$ cat src/rtl/stride_pkg.sv
// Shared types and elaboration helpers for the stride sequencer: FSM state,
// phase-width function and the word/stride legality check.
package stride_pkg;

    typedef enum logic {
        ST_IDLE = 1'b0,
        ST_SEND = 1'b1
    } state_e;

    function automatic int phase_width(input int stride);
        return (stride > 1) ? $clog2(stride) : 1;
    endfunction

    function automatic bit len_stride_legal(input int len, input int stride);
        return (stride >= 1) && (len >= stride) && ((len % stride) == 0);
    endfunction

    localparam int DEFAULT_LEN    = 8;
    localparam int DEFAULT_STRIDE = 2;
    localparam bit DEFAULT_CFG_LEGAL = len_stride_legal(DEFAULT_LEN, DEFAULT_STRIDE);

endpackage

$ cat src/rtl/stride_sequencer_if.sv
// Word-in / slice-out handshake bundle of the stride sequencer; master is the
// sequencer side, slave is the loader/consumer side.
interface stride_sequencer_if
    import stride_pkg::*;
#(
    parameter int LEN    = DEFAULT_LEN,
    parameter int STRIDE = DEFAULT_STRIDE
);
    localparam int PW = phase_width(STRIDE);

    logic                  in_valid;
    logic                  in_ready;
    logic [LEN-1:0]        in_data;
    logic                  out_valid;
    logic                  out_ready;
    logic [LEN/STRIDE-1:0] out_data;
    logic [PW-1:0]         out_phase;
    logic                  out_last;
    logic                  out_parity;

    modport master (
        input  in_valid, in_data, out_ready,
        output in_ready, out_valid, out_data, out_phase, out_last, out_parity
    );

    modport slave (
        output in_valid, in_data, out_ready,
        input  in_ready, out_valid, out_data, out_phase, out_last, out_parity
    );

endinterface

$ cat src/rtl/stride_phase_sel.sv
// Combinational phase-offset stride selector: slice[i] = word[i*STRIDE + phase].
module stride_phase_sel
    import stride_pkg::*;
#(
    parameter int LEN    = DEFAULT_LEN,
    parameter int STRIDE = DEFAULT_STRIDE,
    parameter int PW     = phase_width(STRIDE)
) (
    input  logic [LEN-1:0]        word,
    input  logic [PW-1:0]         phase,
    output logic [LEN/STRIDE-1:0] slice
);
    localparam int NS = LEN / STRIDE;

    // Row i of the grid holds bits i*STRIDE .. i*STRIDE+STRIDE-1; phase picks the column.
    logic [NS-1:0][STRIDE-1:0] grid;

    assign grid = word;

    always_comb begin
        slice = '0;
        for (int i = 0; i < NS; i++) begin
            slice[i] = grid[i][phase];
        end
    end

endmodule

$ cat src/rtl/stride_sequencer.sv
// Captures one LEN-bit word per handshake and streams its STRIDE phase slices.
// Optional even parity on out_data when STRIDE_SEQ_PARITY_EN is defined.
module stride_sequencer
    import stride_pkg::*;
#(
    parameter int LEN    = DEFAULT_LEN,
    parameter int STRIDE = DEFAULT_STRIDE
) (
    input  logic                      clk,
    input  logic                      rst,
    input  logic                      flush,
    stride_sequencer_if.master        bus,
    output logic                      busy
);
    localparam int PW         = phase_width(STRIDE);
    localparam bit CFG_LEGAL  = len_stride_legal(LEN, STRIDE);
    localparam logic [PW-1:0] LAST_PHASE = PW'(STRIDE - 1);

    if (!CFG_LEGAL) begin : g_cfg_check
        $error("stride_sequencer: LEN must be a nonzero multiple of STRIDE");
    end

    state_e         state_q, state_d;
    logic [PW-1:0]  phase_q, phase_d;
    logic [LEN-1:0] word_q,  word_d;

    logic in_fire;
    logic out_fire;

    // NOTE: sequential state uses non-blocking assignments only, so every
    // register samples pre-edge values regardless of process ordering.
    always_ff @(posedge clk or posedge rst) begin
        if (rst) begin
            state_q <= ST_IDLE;
            phase_q <= '0;
            word_q  <= '0;
        end else begin
            state_q <= state_d;
            phase_q <= phase_d;
            word_q  <= word_d;
        end
    end

    // NOTE: every signal gets a default before any branch, otherwise an
    // unassigned path would infer a latch.
    always_comb begin
        state_d = state_q;
        phase_d = phase_q;
        word_d  = word_q;
        if (flush) begin
            state_d = ST_IDLE;
            phase_d = '0;
        end else begin
            if (out_fire) begin
                if (bus.out_last) begin
                    state_d = ST_IDLE;
                    phase_d = '0;
                end else begin
                    phase_d = phase_q + PW'(1);
                end
            end
            // A new word wins over the finishing word's return to IDLE.
            if (in_fire) begin
                state_d = ST_SEND;
                phase_d = '0;
                word_d  = bus.in_data;
            end
        end
    end

    always_comb begin
        busy          = (state_q == ST_SEND);
        bus.out_valid = (state_q == ST_SEND);
        bus.out_phase = phase_q;
        bus.out_last  = !rst && (phase_q == LAST_PHASE);
        bus.in_ready  = 1'b0;
        if (!rst && !flush) begin
            unique case (state_q)
                ST_IDLE: bus.in_ready = 1'b1;
                ST_SEND: bus.in_ready = bus.out_last && bus.out_ready;
                default: bus.in_ready = 1'b0;
            endcase
        end
        in_fire  = bus.in_valid && bus.in_ready;
        out_fire = bus.out_valid && bus.out_ready;
    end

    stride_phase_sel #(
        .LEN    (LEN),
        .STRIDE (STRIDE),
        .PW     (PW)
    ) u_phase_sel (
        .word  (word_q),
        .phase (phase_q),
        .slice (bus.out_data)
    );

`ifdef STRIDE_SEQ_PARITY_EN
    assign bus.out_parity = ^bus.out_data;
`else
    assign bus.out_parity = 1'b0;
`endif

endmodule

$ cat src/flat_wrapper.sv
// flat-port wrapper written by rule: the top's interface ports become plain ports
module stride_sequencer_flat import stride_pkg::*;
#(
    parameter int LEN    = DEFAULT_LEN,
    parameter int STRIDE = DEFAULT_STRIDE
)
  (clk, rst, flush, busy, bus_in_valid, bus_in_data, bus_out_ready, bus_in_ready, bus_out_valid, bus_out_data, bus_out_phase, bus_out_last, bus_out_parity);
  stride_sequencer_if #(.LEN(LEN), .STRIDE(STRIDE)) bus_i ();
  input  logic clk;
  input  logic rst;
  input  logic flush;
  output logic busy;
  input wire logic [$bits(bus_i.in_valid)-1:0] bus_in_valid;
  input wire logic [$bits(bus_i.in_data)-1:0] bus_in_data;
  input wire logic [$bits(bus_i.out_ready)-1:0] bus_out_ready;
  output wire logic [$bits(bus_i.in_ready)-1:0] bus_in_ready;
  output wire logic [$bits(bus_i.out_valid)-1:0] bus_out_valid;
  output wire logic [$bits(bus_i.out_data)-1:0] bus_out_data;
  output wire logic [$bits(bus_i.out_phase)-1:0] bus_out_phase;
  output wire logic [$bits(bus_i.out_last)-1:0] bus_out_last;
  output wire logic [$bits(bus_i.out_parity)-1:0] bus_out_parity;
  assign bus_i.in_valid = bus_in_valid;
  assign bus_i.in_data = bus_in_data;
  assign bus_i.out_ready = bus_out_ready;
  assign bus_in_ready = bus_i.in_ready;
  assign bus_out_valid = bus_i.out_valid;
  assign bus_out_data = bus_i.out_data;
  assign bus_out_phase = bus_i.out_phase;
  assign bus_out_last = bus_i.out_last;
  assign bus_out_parity = bus_i.out_parity;
  stride_sequencer #(.LEN(LEN), .STRIDE(STRIDE)) u_core (.clk(clk), .rst(rst), .flush(flush), .bus(bus_i), .busy(busy));
endmodule
$ cat config.mk
export PLATFORM = sky130hd
export DESIGN_NAME = stride_sequencer_flat
export DESIGN_NICKNAME = d
export VERILOG_FILES = /design/src/rtl/stride_pkg.sv /design/src/rtl/stride_sequencer_if.sv /design/src/rtl/stride_phase_sel.sv /design/src/rtl/stride_sequencer.sv /design/src/flat_wrapper.sv
export SDC_FILE = /design/constraint.sdc
export NUM_CORES = 1
export LEC_CHECK = 0
export ABC_AREA = 1
export ABC_CLOCK_PERIOD_IN_PS = 1650
export CAP_MARGIN = 20
export CORE_UTILIZATION = 39
export CTS_CLUSTER_DIAMETER = 120
export DETAILED_ROUTE_END_ITERATION = 6
export PLACE_DENSITY_LB_ADDON = 0.05
export SETUP_SLACK_MARGIN = 0.5
export SLEW_MARGIN = 10
export SYNTH_ARGS = -nofsm -noshare
export SYNTH_HDL_FRONTEND = slang
export SYNTH_SLANG_ARGS = --single-unit
$ cat constraint.sdc
create_clock -name clk -period 1.65 [get_ports clk]
set_input_delay 0.495 -clock clk [delete_from_list [all_inputs] [get_ports clk]]
set_output_delay 0.495 -clock clk [all_outputs]
set_load 0.01 [all_outputs]
==> flow_metrics.env <==
export IMPL_chipHeight_um=38.71
export IMPL_max_clock_path_buffers=2
export IMPL_drt_wirelength_per_cell_um=14.44
export IMPL_final_critical_path_setup_slack_ps=-42.99
export IMPL_netlist_top_cells_area="sky130_fd_sc_hd__dfrtp_1 (48%), sky130_fd_sc_hd__nand2_1 (21%), sky130_fd_sc_hd__nand4_1 (9.5%), sky130_fd_sc_hd__nand3_4 (3.3%), sky130_fd_sc_hd__buf_4 (2.9%)"
export IMPL_postSynthRegisterBits=10
export IMPL_synth_enable_flop_cells=0
export IMPL_async_reset_ff_frac=1.000
export IMPL_final_setup_viol_count=3
export IMPL_tritoncts_clock_tree="done"
export IMPL_area_delta_synth_final_pct=95.71
export IMPL_seq_total_area_yosys=0.4762
export IMPL_cellLeakagePower_uw=0.0004985
export IMPL_crit_reg2reg_capture="u_core.word_q[0]"
export IMPL_grt_max_degree=11
export IMPL_first_global_vias=535
export IMPL_failed_checks="setup timing"
export IMPL_required_ps=1150
export IMPL_io_pins=23
export IMPL_layout_worst_path_cycle_share=1.026
export IMPL_hold_path_class="in -> async"
export IMPL_final_period_minus_worst_setup_slack_ps=1693
export IMPL_met2RoutedLength_um=996
export IMPL_cp_arrival_ps=1200
export IMPL_synth_top_area_cell="sky130_fd_sc_hd__dfrtp_1"
export IMPL_synth_cells=65
export IMPL_detail_route_first_pass_iterations=4
export IMPL_floorplan_initialDensity=0.4487
export IMPL_timing_reg2reg_setup_slack_ps=400
export IMPL_grt_use_total=0.2317
export IMPL_post_layout_nonfiller_instances=120
export IMPL_outcome="complete, but fails checks"
export IMPL_max_cap_viol_count=0
export IMPL_most_used_flip_flop_cell_after_synthesis="sky130_fd_sc_hd__dfrtp_1"
export IMPL_die_area_um2=1498
export IMPL_placementRows=12
export IMPL_rr_startpoint="u_core.bus.out_phase"
export IMPL_port_buffers=21
export IMPL_worst_path_max_fanout=4
export IMPL_finalCoreUtilization=0.8782
export IMPL_dp_cells=105
export IMPL_antenna_diode_count=0
export IMPL_crit_path_launch_type="flip-flop"
export IMPL_htreeDepth=1
export IMPL_synthDistinctLibCells=16
export IMPL_routed_via_density=5.192
export IMPL_ctsHoldBuffers=0
export IMPL_post_dp_hpwl_um=999.2
export IMPL_via_count=623
export IMPL_hold_violations=0
export IMPL_antenna_found_initial=0
export IMPL_die_w_um=38.71
export IMPL_post_synth_most_frequent_cells="sky130_fd_sc_hd__nand2_1 (30), sky130_fd_sc_hd__dfrtp_1 (10), sky130_fd_sc_hd__nand4_1 (8)"
export IMPL_detail_route_iter0_violations=13
export IMPL_final_max_slew_viol_count=0
export IMPL_wl_met1_um=647
export IMPL_cts_root_buf="sky130_fd_sc_hd__clkbuf_4"
export IMPL_most_used_standard_cell_by_instance_count_after_synthesis="sky130_fd_sc_hd__nand2_1"
export IMPL_cts_clk_slew_worst_paths_ps=80
export IMPL_grt_setup_unrepaired="true"
export IMPL_synth_warnings=0
export IMPL_post_route_drc=0
export IMPL_cp_end_kind="output pin"
export IMPL_grt_overflow_total=0
export IMPL_critical_setup_path_kind="reg -> out"
export IMPL_routed_top_layer="met4"
export IMPL_routabilityCongestion=0.6864
export IMPL_tritoncts_num_buffers=3
export IMPL_clock_latency_ps=270
export IMPL_grt_pass1_wl_um=2283
export IMPL_power_density_nw_per_um2=775.4
export IMPL_fp_coreArea_um2=1171
export IMPL_design_final_nets=120
export IMPL_netlist_area_leader_share=0.4762
export IMPL_wirelength_um=1733
export IMPL_routed_wl_met3_um=78
export IMPL_fin_worst_hold_slack_ps=391.8
export IMPL_postRouteAntennaNets=0
export IMPL_fin_skew_ps=14.43
export IMPL_reg2reg_depth=7
export IMPL_syn_cell_area_um2=525.5
export IMPL_maxClockFrequency_ghz=0.5907
export IMPL_number_of_clock_sinks=10
export IMPL_dp_slack_ps=-804.0
export IMPL_syn_mean_instance_area_um2=8.085
export IMPL_synth_fp_nets=78
export IMPL_power_ir_vdd_worst_mv=0.6638
export IMPL_final_layout_size_suffix_gt1_frac=0.5283
[cells by family (layout without fill, tap and decap cells)]
logic type	Yosys count	in the layout	share of synthesized area
flip-flops	10	10	0.4762
AND/OR/NAND/NOR	44	46	0.4095
other	1	1	0.007136
buffers and inverters	6	45	0.05950
AO/OA/AOI/OAI	4	4	0.04761
[final cells by class]
cell class,count,area (µm²)
repair buffers,38,356.6
well taps,14,17.52
flip-flops and latches,10,251.5
clock buffers,4,26.28
fillers,62,142.6
multi-input cells,51,349.1
inverters,3,27.53
[worst max-delay path, cell delays in order, from the launching register on]
cell,delay (ps)
sky130_fd_sc_hd__dfrtp_2,460
sky130_fd_sc_hd__buf_6,140
sky130_fd_sc_hd__buf_6,120
sky130_fd_sc_hd__nand2_2,50
sky130_fd_sc_hd__nand2_2,50
sky130_fd_sc_hd__buf_6,110
[layer usage]
layer,up-vias,global-route usage
met1,293,0.2731
met2,30,0.3958
li1,298,-
met3,2,0.05202
met5,-,0
met4,0,0.1034
[report_power, final]
part | total (µW) | internal (µW) | switching, µW
clock network | 182 | 93.3 | 89.0
logic | 290 | 153 | 137
registers | 325 | 288 | 37.5
[worst max path at each step]
| stage | start | depth (start not counted) | to |
|---|---|---|---|
| finish | u_core.bus.out_phase | 5 | bus_out_data[0] |
| global route | u_core.bus.out_phase | 5 | bus_out_data[0] |
| CTS | u_core.bus.out_phase | 5 | bus_out_data[0] |
| detailed placement | rst | 5 | bus_in_ready |
| global placement | rst | 5 | bus_in_ready |
| floorplan | rst | 3 | bus_in_ready |
[state kept, by name, indices dropped and copies added (netlist names)]
signal	cells
u_core.bus.out_phase	1
u_core.bus.out_valid	1
u_core.word_q	8
[per-stage QoR]
step / TNS [ps] / total power (µW) / cell area (µm²)
final: -113.3 / 797.5 / 1028
after floorplan: 0 / 424.0 / 559.3
after global routing: -286.9 / 842.2 / 1028
after detailed placement: -3399 / 547.7 / 827.0
after CTS: -38.47 / 755.1 / 927.1
after global placement: -2780 / 539.9 / 827.0
[placed cells by master, fill, tap and decap left out]
| cell | n |
|---|---|
| sky130_fd_sc_hd__dfrtp_2 | 1 |
| sky130_fd_sc_hd__nand2_8 | 1 |
| sky130_fd_sc_hd__nor2_4 | 1 |
| sky130_fd_sc_hd__inv_1 | 1 |
| sky130_fd_sc_hd__clkinvlp_4 | 1 |
| sky130_fd_sc_hd__nand3_4 | 3 |
| sky130_fd_sc_hd__o21bai_1 | 1 |
| sky130_fd_sc_hd__dfrtp_1 | 9 |
| sky130_fd_sc_hd__a21oi_1 | 1 |
| sky130_fd_sc_hd__buf_12 | 1 |
| sky130_fd_sc_hd__clkdlybuf4s15_1 | 2 |
| sky130_fd_sc_hd__nand2_1 | 16 |
| sky130_fd_sc_hd__nand2_4 | 3 |
| sky130_fd_sc_hd__o21ai_2 | 1 |
| sky130_fd_sc_hd__nand4_1 | 8 |
| sky130_fd_sc_hd__a21boi_2 | 1 |
| sky130_fd_sc_hd__clkbuf_1 | 1 |
| sky130_fd_sc_hd__nand2_2 | 12 |
| sky130_fd_sc_hd__clkdlybuf4s50_1 | 8 |
| sky130_fd_sc_hd__clkbuf_4 | 3 |
| sky130_fd_sc_hd__buf_6 | 12 |
| sky130_fd_sc_hd__buf_2 | 5 |
| sky130_fd_sc_hd__clkinv_8 | 1 |
| sky130_fd_sc_hd__dlygate4sd2_1 | 1 |
| sky130_fd_sc_hd__nor2_1 | 1 |
| sky130_fd_sc_hd__conb_1 | 1 |
| sky130_fd_sc_hd__nor2_2 | 1 |
| sky130_fd_sc_hd__buf_4 | 9 |
[what timing repair did]
action                                  CTS  global route
gates resized for setup                  62            14
pin swaps                                 5             7
buffers inserted                          6             3
endpoints found under the setup margin   19            18
cloned                                    0             2
Note: power is estimated with default switching activity, not from simulation.
